<file path="config.mk">
export PLATFORM = sky130hd
export DESIGN_NAME = writeback_unit_flat
export DESIGN_NICKNAME = d
export VERILOG_FILES = /design/src/rtl/writeback_unit_if.sv /design/src/rtl/writeback_unit.sv /design/src/flat_wrapper.sv
export SDC_FILE = /design/constraint.sdc
export NUM_CORES = 1
export LEC_CHECK = 0
export CORE_ASPECT_RATIO = 0.9
export CORE_MARGIN = 1.5
export CORE_UTILIZATION = 44
export CTS_BUF_LIST = sky130_fd_sc_hd__clkbuf_2
export DETAILED_ROUTE_END_ITERATION = 6
export PLACE_DENSITY_LB_ADDON = 0.12
export RECOVER_POWER = 50
export SKIP_LAST_GASP = 1
export SLEW_MARGIN = 0
export SYNTH_ARGS = -nofsm -noshare
export SYNTH_HDL_FRONTEND = slang
export SYNTH_SLANG_ARGS = --single-unit
</file>
<file path="constraint.sdc">
create_clock -name clk -period 3.2 [get_ports clk]
set_input_delay 0.64 -clock clk [delete_from_list [all_inputs] [get_ports clk]]
set_output_delay 0.64 -clock clk [all_outputs]
set_load 0.01 [all_outputs]
</file>
<file path="src/rtl/writeback_unit_if.sv">
// Register-file writeback bus: ALU result, load response handshake, stall and write port.
// Scoreboard issue/pending signals exist only when WB_SCOREBOARD_EN is defined.
interface writeback_unit_if #(
  parameter int DATA_W = 32,
  parameter int ADDR_W = 5
);
  logic              alu_valid;
  logic [ADDR_W-1:0] alu_rd;
  logic [DATA_W-1:0] alu_data;
  logic              ld_valid;
  logic              ld_ready;
  logic [ADDR_W-1:0] ld_rd;
  logic [DATA_W-1:0] ld_data;
  logic [2:0]        ld_funct3;
  logic [1:0]        ld_byte_off;
  logic              stall_req;
  logic [ADDR_W-1:0] reg_num_w;
  logic [DATA_W-1:0] w_data;
  logic              ctrl_reg_w;
`ifdef WB_SCOREBOARD_EN
  logic                 ld_issue_valid;
  logic [ADDR_W-1:0]    ld_issue_rd;
  logic [2**ADDR_W-1:0] pending_mask;
`endif

  // master: pipeline / memory side that produces results; slave: the writeback unit
  modport master (
    output alu_valid, alu_rd, alu_data,
    output ld_valid, ld_rd, ld_data, ld_funct3, ld_byte_off,
`ifdef WB_SCOREBOARD_EN
    output ld_issue_valid, ld_issue_rd,
    input  pending_mask,
`endif
    input  ld_ready, stall_req, reg_num_w, w_data, ctrl_reg_w
  );

  modport slave (
    input  alu_valid, alu_rd, alu_data,
    input  ld_valid, ld_rd, ld_data, ld_funct3, ld_byte_off,
`ifdef WB_SCOREBOARD_EN
    input  ld_issue_valid, ld_issue_rd,
    output pending_mask,
`endif
    output ld_ready, stall_req, reg_num_w, w_data, ctrl_reg_w
  );
endinterface

</file>
<file path="src/rtl/writeback_unit.sv">
// Writeback stage merging ALU results (priority) and load responses onto one register-file write port; optional WB_SCOREBOARD_EN tracks pending loads.
// Latency 1 cycle; loads back-pressured via ld_ready, and a starved load forces stall_req to freeze the ALU side.
module writeback_unit #(
  parameter int RISC_V_DATA_WIDTH           = 32,
  parameter int REGISTER_FILE_ADDRESS_WIDTH = 5,
  parameter int STARVE_LIMIT                = 4
) (
  input logic             clk,
  input logic             rst,
  writeback_unit_if.slave bus
);
  localparam int DATA_W = RISC_V_DATA_WIDTH;
  localparam int ADDR_W = REGISTER_FILE_ADDRESS_WIDTH;
  localparam int CNT_W  = (STARVE_LIMIT < 1) ? 1 : $clog2(STARVE_LIMIT + 1);
  localparam logic [CNT_W-1:0] LIMIT = CNT_W'(STARVE_LIMIT);

  logic [CNT_W-1:0]  starve_cnt;
  logic [CNT_W-1:0]  starve_cnt_nxt;
  logic              stall_req;
  logic              ld_ready;
  logic              ld_accept;
  logic              alu_grant;
  logic              ld_starved;

  logic [ADDR_W-1:0] reg_num_w_q;
  logic [DATA_W-1:0] w_data_q;
  logic              ctrl_reg_w_q;

  logic [7:0]        ld_byte;
  logic [15:0]       ld_half;
  logic [DATA_W-1:0] ld_ext;

  // stall_req depends only on the counter register, never on this cycle's inputs
  assign stall_req  = (starve_cnt == LIMIT);
  assign ld_ready   = stall_req | ~bus.alu_valid;
  assign ld_accept  = bus.ld_valid & ld_ready;
  assign alu_grant  = bus.alu_valid & ~stall_req;
  assign ld_starved = bus.ld_valid & ~ld_ready;

  always_comb begin
    starve_cnt_nxt = '0;
    if (ld_starved) begin
      starve_cnt_nxt = (starve_cnt == LIMIT) ? starve_cnt : starve_cnt + 1'b1;
    end
  end

  always_ff @(posedge clk) begin
    if (rst) begin
      starve_cnt <= '0;
    end else begin
      starve_cnt <= starve_cnt_nxt;
    end
  end

  always_comb begin
    ld_byte = bus.ld_data[7:0];
    case (bus.ld_byte_off)
      2'd0: ld_byte = bus.ld_data[7:0];
      2'd1: ld_byte = bus.ld_data[15:8];
      2'd2: ld_byte = bus.ld_data[23:16];
      2'd3: ld_byte = bus.ld_data[31:24];
      default: ld_byte = bus.ld_data[7:0];
    endcase
  end

  assign ld_half = bus.ld_byte_off[1] ? bus.ld_data[31:16] : bus.ld_data[15:0];

  // Unknown funct3 encodings fall back to a full-word load
  always_comb begin
    ld_ext = bus.ld_data;
    case (bus.ld_funct3)
      3'b000:  ld_ext = {{(DATA_W-8){ld_byte[7]}}, ld_byte};
      3'b001:  ld_ext = {{(DATA_W-16){ld_half[15]}}, ld_half};
      3'b100:  ld_ext = {{(DATA_W-8){1'b0}}, ld_byte};
      3'b101:  ld_ext = {{(DATA_W-16){1'b0}}, ld_half};
      default: ld_ext = bus.ld_data;
    endcase
  end

  always_ff @(posedge clk) begin
    if (rst) begin
      reg_num_w_q  <= '0;
      w_data_q     <= '0;
      ctrl_reg_w_q <= 1'b0;
    end else begin
      ctrl_reg_w_q <= 1'b0;
      if (alu_grant) begin
        reg_num_w_q  <= bus.alu_rd;
        w_data_q     <= bus.alu_data;
        ctrl_reg_w_q <= (bus.alu_rd != '0);
      end else if (ld_accept) begin
        reg_num_w_q  <= bus.ld_rd;
        w_data_q     <= ld_ext;
        ctrl_reg_w_q <= (bus.ld_rd != '0);
      end
    end
  end

  assign bus.ld_ready   = ld_ready;
  assign bus.stall_req  = stall_req;
  assign bus.reg_num_w  = reg_num_w_q;
  assign bus.w_data     = w_data_q;
  assign bus.ctrl_reg_w = ctrl_reg_w_q;

`ifdef WB_SCOREBOARD_EN
  localparam int NREG = 2**ADDR_W;

  logic [NREG-1:0] pending_q;
  logic [NREG-1:0] set_vec;
  logic [NREG-1:0] clr_vec;

  always_comb begin
    set_vec = '0;
    clr_vec = '0;
    if (bus.ld_issue_valid && (bus.ld_issue_rd != '0)) begin
      set_vec[bus.ld_issue_rd] = 1'b1;
    end
    if (ld_accept) begin
      clr_vec[bus.ld_rd] = 1'b1;
    end
  end

  // A new issue to the register retiring this edge must stay pending
  always_ff @(posedge clk) begin
    if (rst) begin
      pending_q <= '0;
    end else begin
      pending_q <= ((pending_q & ~clr_vec) | set_vec) & ~NREG'(1);
    end
  end

  assign bus.pending_mask = pending_q;
`endif
endmodule

</file>
<file path="src/flat_wrapper.sv">
// flat-port wrapper written by rule: the top's interface ports become plain ports
module writeback_unit_flat 
#(
  parameter int RISC_V_DATA_WIDTH           = 32,
  parameter int REGISTER_FILE_ADDRESS_WIDTH = 5,
  parameter int STARVE_LIMIT                = 4
)
  (clk, rst, bus_alu_valid, bus_alu_rd, bus_alu_data, bus_ld_valid, bus_ld_rd, bus_ld_data, bus_ld_funct3, bus_ld_byte_off, bus_ld_ready, bus_stall_req, bus_reg_num_w, bus_w_data, bus_ctrl_reg_w);
  writeback_unit_if #(.DATA_W((32)), .ADDR_W((5))) bus_i ();
  input logic clk;
  input logic rst;
  input wire logic [$bits(bus_i.alu_valid)-1:0] bus_alu_valid;
  input wire logic [$bits(bus_i.alu_rd)-1:0] bus_alu_rd;
  input wire logic [$bits(bus_i.alu_data)-1:0] bus_alu_data;
  input wire logic [$bits(bus_i.ld_valid)-1:0] bus_ld_valid;
  input wire logic [$bits(bus_i.ld_rd)-1:0] bus_ld_rd;
  input wire logic [$bits(bus_i.ld_data)-1:0] bus_ld_data;
  input wire logic [$bits(bus_i.ld_funct3)-1:0] bus_ld_funct3;
  input wire logic [$bits(bus_i.ld_byte_off)-1:0] bus_ld_byte_off;
  output wire logic [$bits(bus_i.ld_ready)-1:0] bus_ld_ready;
  output wire logic [$bits(bus_i.stall_req)-1:0] bus_stall_req;
  output wire logic [$bits(bus_i.reg_num_w)-1:0] bus_reg_num_w;
  output wire logic [$bits(bus_i.w_data)-1:0] bus_w_data;
  output wire logic [$bits(bus_i.ctrl_reg_w)-1:0] bus_ctrl_reg_w;
  assign bus_i.alu_valid = bus_alu_valid;
  assign bus_i.alu_rd = bus_alu_rd;
  assign bus_i.alu_data = bus_alu_data;
  assign bus_i.ld_valid = bus_ld_valid;
  assign bus_i.ld_rd = bus_ld_rd;
  assign bus_i.ld_data = bus_ld_data;
  assign bus_i.ld_funct3 = bus_ld_funct3;
  assign bus_i.ld_byte_off = bus_ld_byte_off;
  assign bus_ld_ready = bus_i.ld_ready;
  assign bus_stall_req = bus_i.stall_req;
  assign bus_reg_num_w = bus_i.reg_num_w;
  assign bus_w_data = bus_i.w_data;
  assign bus_ctrl_reg_w = bus_i.ctrl_reg_w;
  writeback_unit #(.RISC_V_DATA_WIDTH(RISC_V_DATA_WIDTH), .REGISTER_FILE_ADDRESS_WIDTH(REGISTER_FILE_ADDRESS_WIDTH), .STARVE_LIMIT(STARVE_LIMIT)) u_core (.clk(clk), .rst(rst), .bus(bus_i));
endmodule
</file>
=== Word level (Yosys, flattened, before mapping) ===
Cells that the tools add are included.

* Register bits after elaboration: 41

* Add/sub/neg operators: 1
* Equal/unequal tests: 7
* Mux-type cells: 9
* Bitwise gates (word level): 8
* Reduce and logical (&&, ||, !) cells: 6

{| class="wikitable"
|+ Operators with widths
! cell !! count
|-
| case mux 32 bit (4 select lines) || 1
|-
| 2-to-1 mux 32 bit || 2
|-
| case mux 8 bit (4 select lines) || 1
|-
| 2-to-1 mux 16 bit || 1
|-
| 2-to-1 mux 5 bit || 2
|-
| nonzero test 5 bit || 2
|-
| == test 3 bit, second input constant || 3
|-
| == test 2 bit, second input constant || 2
|-
| inverter 1 bit || 4
|-
| adder 3 x 1 -> 3 bit, second input constant || 1
|-
| bitwise AND 1 bit || 3
|-
| == test 3 x 1 -> 1 bit, second input constant || 1
|-
| zero test 3 bit || 1
|-
| == test 2 x 1 -> 1 bit, second input constant || 1
|-
| zero test 2 bit || 1
|-
| 2-to-1 mux 1 bit || 2
|-
| nonzero test 2 bit || 1
|-
| OR reduction 2 bit || 1
|-
| OR 1 bit || 1
|}

=== Logic depth before layout (Yosys ltp) ===
* Depth in word-level cells: 6
* Depth in mapped cells: 9

=== Worst setup path before layout ===
Ideal clock, no wire load.

* Path type: input -> register
* Start: input bus_ld_byte_off[0]
* End: register u_core.w_data_q[22], in the netlist u_core.bus.w_data[22]
* Arrival time: 1,892 ps
* Data required time: 3,061 ps
* Slack: 1,169 ps
* Cell stages on the path: 5
* Path buffers: 1
* Cell sequence: mux2_2 > mux4_2 > a21oi_4 > buf_6 > a221oi_1

* Word-level cells in the longest chain between the ends: 5

{| class="wikitable"
|+ Ends and longest elaborated chain
! element !! RTL line !! source
|-
| from (decl) || flat_wrapper.sv:19 || <nowiki>input wire logic [$bits(bus_i.ld_byte_off)-1:0] bus_ld_byte_off;</nowiki>
|-
| == test 2 bit, or another cell as far along || writeback_unit.sv:57 || <nowiki>case (bus.ld_byte_off)</nowiki>
|-
| case mux 8 bit (4 select lines) (*) || writeback_unit.sv:57 ||
|-
| case mux 32 bit (4 select lines) (*) || writeback_unit.sv:71 || <nowiki>case (bus.ld_funct3)</nowiki>
|-
| 2-to-1 mux 32 bit (*) || writeback_unit.sv:91 || <nowiki>end else if (ld_accept) begin</nowiki>
|-
| 2-to-1 mux 32 bit (*) || writeback_unit.sv:87 || <nowiki>if (alu_grant) begin</nowiki>
|-
| to (signal assigned) || writeback_unit.sv:89 || <nowiki>w_data_q <= bus.alu_data;</nowiki>
|-
| to (signal assigned) || writeback_unit.sv:93 || <nowiki>w_data_q <= ld_ext;</nowiki>
|-
| to (decl) || writeback_unit.sv:26 || <nowiki>logic [DATA_W-1:0] w_data_q;</nowiki>
|}

Mark *: on every way between the ends. The rest lies on a longest branch, timed or not. The select of a mux whose other input is x is not followed.
A chain may end at the register's enable or synchronous reset.

=== Final worst setup path ===
* Start: input bus_alu_valid
* End: output bus_ld_ready

* Word-level cells in the longest chain between the ends: 2

{| class="wikitable"
|+ Ends and longest elaborated chain
! element !! RTL line !! source
|-
| from (decl) || flat_wrapper.sv:12 || <nowiki>input wire logic [$bits(bus_i.alu_valid)-1:0] bus_alu_valid;</nowiki>
|-
| inverter 1 bit || writeback_unit.sv:35 || <nowiki>assign ld_ready = stall_req | ~bus.alu_valid;</nowiki>
|-
| OR 1 bit || writeback_unit.sv:35 ||
|-
| to (decl) || flat_wrapper.sv:20 || <nowiki>output wire logic [$bits(bus_i.ld_ready)-1:0] bus_ld_ready;</nowiki>
|}

Every way passes these cells.

==> results.md <==
* Largest net degree at the start of global routing at 49
* Final period util at roughly 85%
* Post-CTS Resized at 0
* Pwr dens at 316 mW/mm^2
* # hold bufs at CTS at 0
* Main flop type after synthesis: dfxtp_1
* Crit. End Element: output pin
* Fraction of power consumed by combinational cells at 32.5%
* CP arrival at 2090 ps
* Share of total power in sequential cells at 48.3%
* Max-slew headroom at -22.0%
* Core area at 0.00526 sq mm
* Final number of hold-violating endpoints at 0
* Worst Max-Slew Pin Slew at 1830 ps
* Largest cells by area after synthesis: dfxtp_1, a21oi_1, a221oi_1
* Worst Path Required at 2560 ps
* Gr ovfl total at 0
* Mean Syn Cell Area at 8.21 sq um
* Synthesized net count at roughly 380
* Clock root buffer: clkbuf_2
* H-tree depth at 2
* Initial core utilization at between 40% and 50%
* TritonCTS Sinks at 41
* Final WS setup at 469 ps
* Seq. cell area at 821 sq um
* DR pass1 iterations at 4
* Post-CTS setup repair buffer count at 0
* Vias per cell at 5.62
* Area growth syn-to-layout at 53.3%
* Endpoints failing setup at 0
* Post-synth cell types at 36
* Final wirelength at 7.56 mm
* P_sw at roughly 360 uW
* Worst hold path type: flip-flop to flip-flop
* Unrepaired setup endpoints after global routing: false
* Final Power at between 1000 and 1500 uW
* Routed Antenna Nets at 0
* Port bufs at 122
* Yosys warns at 0
* Footprint of the multi-input gates at 0.00142 sq mm
* Max-slew violations at 43
* Share of layout cells above drive strength 1 at about 7.5%
* Cell area after layout at 0.00369 sq mm
* Die Area at 0.00592 sq mm
* Post-synth ARST share at 0%
* N_diodes at 0
* Worst-Skew Late Latency at 400 ps
* Status: finished, violations left
* Die width at 80.9 um
* Clock Skews at slightly above 9 ps
* Startpoint types: input pin
* Min Clock Period, post-route at 2730 ps
* EDFF count, synth at 0
* Vias in the first global route at 2409
* P_leak at 0.00146 uW
* GPL Wtd Cong at 0.884
* 1st-iter DRT viols at 161
* Cell-internal power at 810 uW
* Worst VDD drop at between 0.15 and 0.2 mV
* WL/cell at 16.2 um
* Final-layout fill cell count at 453
* Top-area cell type share of the netlist area at roughly a third
* Ports at 123
* Post-Syn Instances at 293
* Clock slew at reported path FFs at 220 ps
* Final HPWL DP at 5.49 mm
* CTS tree: done
* Failing checks: max-capacitance violations, max-slew violations
* Final core occ at between 70 and 80%
* Setup TNS at 0 ps
* Net Sw Frac at 30.5%
* Die Y at approximately 73 um
* CTS max path bufs at 2
* All-layer global routing usage at 26.0%
* Worst Setup Path Type: input pin to output pin
* Clock share of power at between 10% and 20%
* Inserted Clock Buffers at 5
* Register area share after synthesis at roughly a third
* Post-route DRC at 0
* CP Max Fanout at 12
* Place WS at 396 ps
* Antenna violations before repair at 0
* Fmax at about 370 MHz
* Final layout net count at between 400 and 500
* Max Cap Viol at 1
* Num rows at 25
* Dpl cell area at between 0.003 and 0.004 sq mm
* Routed via count at between 2k and 3k
* Synth Cell Area at around 0.0024 sq mm
* Post-synth top area cell: dfxtp_1
* First-pass GRT wire length at 11.9 mm
* Flops & latches, synth at 41
worst paths after layout:
check                       start                   end  slack [ps]  cells after the start
max                 bus_alu_valid          bus_ld_ready         470                      4
min          u_core.starve_cnt[0]  u_core.starve_cnt[0]         490                      1
max reg2reg  u_core.starve_cnt[0]  u_core.bus.w_data[0]         880                      8
min reg2reg  u_core.starve_cnt[0]  u_core.starve_cnt[0]         490                      1
synthesized netlist by cell type (7+ instances only):
cell and instances:
a221o_1 9, nor2_1 15, o21ai_0 18, a21oi_1 33
inv_1 13, nand2_1 33, nor2b_1 7, mux2_2 12
a221oi_1 17, clkbuf_1 22, nor3b_1 16, dfxtp_1 41
mux2i_1 13
cells by family (layout without fill, tap and decap cells):
group,count (synthesis),in the layout,synth area share [%]
buffers and inverters,43,150,7.28
AOI/OAI and AO/OA,94,94,26.6
and+or+nand+nor,87,87,18.9
muxes,26,26,12.0
DFF,41,41,34.1
adders and majority gates,2,2,1.04
layer usage:
metal	share of wire [%]	wire (um)	GRT usage [%]
met5	0	0	0
met4	1.6	119	7.28
met3	7.5	566	4.88
met2	45	3420	39.7
met1	46	3460	37.2
area by class of cell:
class                   instances  area share (%)
clock inverters                 2           0.305
clock buffers                   5           0.679
flip-flops and latches         41            22.3
repair buffers                130            34.6
inverters                      13            1.32
multi-input cells             209            38.5
well taps                      67            2.27
power by group through the flow:
stage	registers (uW)	clock network, uW	logic [uW]
finish	563	224	380
global route	568	245	410
CTS	565	226	390
detailed placement	575	0	388
global placement	574	0	383
floorplan	591	0	157
cell usage in the layout (no fill, tap or decap), types with 13 or more instances in the layout:
| master | instances |
|---|---|
| a21oi_1 | 33 |
| inv_1 | 13 |
| dlygate4sd3_1 | 31 |
| o21ai_0 | 18 |
| clkdlybuf4s50_1 | 91 |
| mux2i_1 | 13 |
| nand2_1 | 33 |
| a221oi_1 | 17 |
| dfxtp_1 | 41 |
| nor3b_1 | 16 |
| nor2_1 | 15 |
through the flow:
| stage | hold WS, ps | instances |
|---|---|---|
| finish | 490 | 467 |
| global placement | 449 | 460 |
| detailed placement | 457 | 460 |
| floorplan | 430 | 293 |
| CTS | 482 | 467 |
| global route | 506 | 467 |
sequential cells by signal, summed over array words and instances (netlist names):
name / flops
u_core.bus.w_data: 32
u_core.bus.reg_num_w: 5
u_core.starve_cnt: 3
u_core.bus.ctrl_reg_w: 1
worst max-delay path, cell delays in order:
cell             delay (ps)
clkdlybuf4s50_1         420
a21boi_4                150
inv_1                   270
clkdlybuf4s50_1         610
(Power assumes the default switching activity.)
